<file path="config.mk">
export PLATFORM = sky130hd
export DESIGN_NAME = fpga
export DESIGN_NICKNAME = d
export VERILOG_FILES = /design/src/rtl/fpga_pkg.sv /design/src/rtl/fpga_blink_div.sv /design/src/rtl/fpga.sv
export SDC_FILE = /design/constraint.sdc
export NUM_CORES = 1
export LEC_CHECK = 0
export CORE_MARGIN = 4
export CORE_UTILIZATION = 50
export DETAILED_ROUTE_END_ITERATION = 8
export MAX_ROUTING_LAYER = met4
export PLACE_DENSITY_LB_ADDON = 0.3
export SLEW_MARGIN = 10
export SYNTH_ARGS = -nofsm -noshare
export SYNTH_HDL_FRONTEND = slang
export SYNTH_SLANG_ARGS = --single-unit
</file>
<file path="constraint.sdc">
create_clock -name fpga_CLK -period 4.6 [get_ports fpga_CLK]
set_input_delay 0.92 -clock fpga_CLK [delete_from_list [all_inputs] [get_ports fpga_CLK]]
set_output_delay 0.92 -clock fpga_CLK [all_outputs]
set_load 0.1 [all_outputs]
</file>
<file path="src/rtl/fpga_pkg.sv">
// rtl/fpga_pkg.sv - board clock rates, blink defaults and divider sizing helper
package fpga_pkg;

  localparam int SYS_CLK_HZ       = 50_000_000;
  localparam int AUX_CLK_HZ       = 27_000_000;
  localparam int BLINK_HZ_DEFAULT = 1;

  // Width of a counter spanning 0..half-1; never below one bit so HALF=1 stays legal.
  function automatic int cnt_width(input int half);
    return (half <= 1) ? 1 : $clog2(half);
  endfunction

endpackage

</file>
<file path="src/rtl/fpga_blink_div.sv">
// rtl/fpga_blink_div.sv - square-wave divider toggling blink every HALF_PERIOD clocks
module blink_div
  import fpga_pkg::*;
#(
  parameter int HALF_PERIOD = 25_000_000
) (
  input  logic clk,
  input  logic nrst,
  output logic blink
);

  localparam int CW = cnt_width(HALF_PERIOD);
  localparam logic [CW-1:0] LAST = CW'(HALF_PERIOD - 1);

  if (HALF_PERIOD < 1) begin : g_bad_half
    $error("blink_div: HALF_PERIOD must be at least 1");
  end

  logic [CW-1:0] cnt;

  always_ff @(posedge clk or negedge nrst) begin
    if (!nrst) begin
      cnt   <= '0;
      blink <= 1'b0;
    end else if (cnt == LAST) begin
      cnt   <= '0;
      blink <= ~blink;
    end else begin
      cnt   <= cnt + 1'b1;
    end
  end

endmodule

</file>
<file path="src/rtl/fpga.sv">
// rtl/fpga.sv - board top: switch/reset mirrors to LEDs, two blink dividers, aux oscillator enable
module fpga
  import fpga_pkg::*;
#(
  parameter int CLK_FREQ_HZ = SYS_CLK_HZ,
  parameter int LED1_HZ     = BLINK_HZ_DEFAULT,
  parameter int LED2_HZ     = BLINK_HZ_DEFAULT
) (
  input  logic fpga_CLK,
  input  logic fpga_NRST,
  input  logic fpga_CLK_AUX,
  input  logic fpga_SW0,
  input  logic fpga_SW1,
  output logic fpga_LEDR0,
  output logic fpga_LEDR1,
  output logic fpga_LEDR2,
  output logic fpga_LEDR3,
  output logic fpga_SEL_CLK_AUX
);

  localparam int HALF1 = CLK_FREQ_HZ / (2 * LED1_HZ);
  localparam int HALF2 = CLK_FREQ_HZ / (2 * LED2_HZ);

  if (CLK_FREQ_HZ % (2 * LED1_HZ) != 0) begin : g_bad_ratio1
    $error("fpga: CLK_FREQ_HZ not an integer multiple of 2*LED1_HZ");
  end
  if (CLK_FREQ_HZ % (2 * LED2_HZ) != 0) begin : g_bad_ratio2
    $error("fpga: CLK_FREQ_HZ not an integer multiple of 2*LED2_HZ");
  end
  if (HALF1 < 1 || HALF2 < 1) begin : g_bad_half
    $error("fpga: blink half-periods must be at least one clock");
  end

  // The aux clock pin exists only for pinout compatibility.
  logic unused_clk_aux;
  assign unused_clk_aux = fpga_CLK_AUX;

  assign fpga_LEDR0       = fpga_SW0;
  assign fpga_SEL_CLK_AUX = fpga_SW1;
  assign fpga_LEDR3       = fpga_NRST;

  blink_div #(.HALF_PERIOD(HALF1)) u_blink1 (
    .clk   (fpga_CLK),
    .nrst  (fpga_NRST),
    .blink (fpga_LEDR1)
  );

  blink_div #(.HALF_PERIOD(HALF2)) u_blink2 (
    .clk   (fpga_CLK),
    .nrst  (fpga_NRST),
    .blink (fpga_LEDR2)
  );

endmodule

</file>
After elaboration in Yosys (flattened, before gate mapping)
Cells that the tools add are included.
- bits in registers: 52
- logic and storage cells: 12
- output and inout port bits: 5
- multiplexer cells: 2
- equal/unequal tests: 2
- bitwise logic cells: 2
- add/sub/neg operators: 2
- operator list (operator ; count):
    $add A25 B1 Y25 const B ; 2
    $eq A25 B25 Y1 const B ; 2
    $mux W25 ; 2
    $not A1 Y1 ; 2

Logic depth before layout (Yosys ltp)
- depth in word-level cells: 2
- depth in mapped cells: 7
- gate-level depth less buffers: 6

Hierarchy
From an unflattened synthesis, not the netlist that was laid out.
- cells, all modules: 257
- area total of the unflattened synthesis: 2680.1 um^2
- by module, submodules not included (module ; area an instance (um^2) ; cells an instance ; instances ; sequential area each (um^2)):
    blink_div ; 1328.8 ; 127 ; 2 ; 650.6
    fpga ; 22.5 ; 3 ; 1 ; 0.0

Worst setup path after synthesis
No wires, ideal clock.
- path kind: in2out
- start point: in fpga_SW0
- end point: out fpga_LEDR0
- arrival time: 1.183 ns
- buffers on the path: 1
- slack: 2.497 ns
- stages: 1
- cells stage by stage: buf_4
- RTL lines (element ; line ; RTL):
    start, declared ; fpga.sv:12 ; input logic fpga_SW0,
    end, declared ; fpga.sv:14 ; output logic fpga_LEDR0,
No word-level cell between the ends.

Worst setup path in the final report
- start point: reg u_blink2.blink
- end point: out fpga_LEDR2
- RTL lines (element ; line ; RTL):
    start, declared ; fpga_blink_div.sv:9 ; output logic blink
    start signal, assigned ; fpga_blink_div.sv:27 ; blink <= ~blink;
    end, declared ; fpga.sv:16 ; output logic fpga_LEDR2,
No word-level cell between the ends.

==> results.toml <==
[sta]
clock.fmax_mhz = 367
whs_ps = 471
slew_violations = 0
worstMarginPinSlew_ps = 962
timing.final.hold_violations = 0
setup_viol = 0
relSlewSlack = 0.357
worst_slack_ps = 1880
period_share = 0.592
period_needed_ps = 2720
rsz0062_at_grt = "false"
clock_skew_ps = 7.69
fin_tns_setup_ps = 0

[clock_network]
numCtsBuffers = 5
clock_sinks = 52
cts-root-buf = "clkbuf_8"
postCtsSetupBuffers = 0
hold_buffers = 0
clock_latency_ps = 300
cts_buffer_depth = 2
cts_tree = "yes"
cts_resized = 0
clkTransAtPathRegs_ps = 90
htreeDepth = 2

[synthesis]
synth_seq_cells = 52
ys_top_cells_by_area = "dfrtp_1 (52%), xor2_1 (7.0%), xnor2_1 (6.3%), nor2_1 (4.5%), nand3_1 (4.4%)"
yosysTopAreaCellShare = 0.519
synth_flop_cell = "dfrtp_1"
syn_area_um2 = 2510
syn_avg_cell_area_um2 = 10.6
synth_top_cell_by_area = "dfrtp_1"
synth.most_common_cell = "dfrtp_1"
ys_types = 42
async_reset_ff_frac = 1.00
synth_edf_count = 0
synthesis.nets = 243
synthesis.instances = 236
yosysWarnings = 0
yosysSeqAreaShare = 0.519
netlist_top_cells_count = "dfrtp_1 (52), nor2_1 (30), nand3_1 (22)"

[pwr]
ir_drop_mv = 0.143
pwr-share-seq = 0.567
p_leak_nw = 1.24
p_int_mw = 0.650
p_switching_mw = 0.156
p_sw_frac = 0.193
p_comb_frac = 0.017
p_total_mw = 0.806
clockPowerShare = 0.416
power.density_nw_per_um2 = 298

[cells_and_area]
seq_area_um2 = 1300
utilization = 0.566
stdcell_area_um2 = 2710
antennaDiodeCount = 0
drive_gt1_frac = 0.0958
n_fill_cell = 416
multi_input_area_um2 = 1140
fin_nets = 246
finalNonFillerCells = 307
area_growth_pct = 7.93

[placement]
pre_cts_slack_ps = 2200
port-buffer-count = 4
gp_congestion = 0.774
placed_area_um2 = 2580
hpwl_um = 2880
dp_cells = 299

[hold_path]
whs_path_depth = 1
min-delay-start = "u_blink1.blink"
hold_class = "reg -> reg"
min_to = "u_blink1.blink"

[global_route]
grt_pass1_vias = 1634
grt_pass1_wl_um = 7740
gr-total-overflow = 0
antenna_found_initial = 0
grt.total_usage = 0.162
grt_max_degree = 53

[setup_path]
crit_arrival_ps = 1800
crit_family = "buffers and inverters"
worstPathMaxFanout = 2
cp-start-kind = "register"
ff2ff_setup_slack_ps = 2530
path_class = "reg -> out"
max_stage_delay_ps = 1130
worstReg2RegStart = "u_blink1.cnt[0]"
path_cells = "clkdlybuf4s50_1"
required_ps = 3680
slowest_stage = "clkdlybuf4s50_1"
critPathBufInv = 1
r2r_end = "u_blink1.cnt[5]"
worst_setup_path_end_kind = "output pin"
reg2reg_depth = 6

[outcome]
outcome = "finished, final reports clean"

[drt]
route.detailed.drc = 0
viasPerCell = 5.45
wl_per_cell_um = 13.6
drtPass1Iterations = 4
num_vias = 1673
wl_um = 4180
ant_nets = 0
dr.first_iter.drc_count = 103

[die]
chipWidth_um = 78.8
die_h_um = 78.8
core_area_um2 = 4790
initial_utilization = 0.524
num_io_pins = 10
dieArea_um2 = 6210
row_count = 25

[run]
maxCapViolCount = 0
[worst max-delay path by stage]
stage	from	end	depth (start not counted)
after floorplan	fpga_SW0	fpga_LEDR0	1
after global placement	u_blink1.blink	fpga_LEDR1	1
after detailed placement	u_blink2.blink	fpga_LEDR2	1
final	u_blink2.blink	fpga_LEDR2	1
after CTS	u_blink2.blink	fpga_LEDR2	1
after global routing	u_blink2.blink	fpga_LEDR2	1
[cell families (layout without fill, tap and decap cells)]
| kind of cell | Yosys count | after routing | share of synthesized area |
|---|---|---|---|
| buffers and inverters | 13 | 17 | 0.0264 |
| AO/OA/AOI/OAI | 17 | 17 | 0.0474 |
| flip-flops | 52 | 52 | 0.519 |
| AND/OR/NAND/NOR | 114 | 114 | 0.265 |
| XOR/XNOR | 38 | 38 | 0.133 |
| adder cells (fa/ha/maj) | 2 | 2 | 0.00997 |
[flip-flops by register name (all words and copies together) (netlist names)]
name,flops
u_blink1.blink,1
u_blink1.cnt,25
u_blink2.blink,1
u_blink2.cnt,25
[worst reg2reg max path, delay by kind of cell, from the launching register on]
kind	cells	cell delay [ps]
AO/OA/AOI/OAI	2	300
adder cells (fa/ha/maj)	1	200
AND/OR/NAND/NOR	3	1070
flip-flops	1	400
[layout by cell type, fill, tap and decap left out, types with 3 or more instances in the layout]
master	n
a31oi_1	3
and3_1	6
and4_1	3
clkbuf_8	7
dfrtp_1	52
inv_1	4
nand2_1	17
nand3_1	22
nand4_1	11
nor2_1	30
nor4_2	3
o21ai_1	3
xnor2_1	18
xor2_1	20
[power by group through the flow]
stage          registers (mW)  logic, mW  clock network (mW)
3_5_place_dp            0.466     0.0146                   0
4_1_cts                 0.457     0.0146               0.348
3_3_place_gp            0.466     0.0147                   0
6_report                0.457     0.0135               0.335
5_1_grt                 0.457     0.0160               0.370
2_1_floorplan           0.466     0.0123                   0
[final cells by class]
| cell class | count | area share |
|---|---|---|
| flip-flops and latches | 52 | 0.481 |
| multi-input cells | 171 | 0.421 |
| clock buffers | 7 | 0.0356 |
| well taps | 67 | 0.0310 |
| repair buffers | 5 | 0.0148 |
| clock inverters | 1 | 0.0111 |
| inverters | 4 | 0.00555 |
[layer usage]
metal	up-vias	part of all wire	global-route usage
met5	-	0	-
met4	0	0.012	0.0481
met3	5	0.026	0.0374
met2	15	0.43	0.221
met1	822	0.53	0.241
li1	831	-	-
No activity file was read; power rests on OpenSTA's default activity.
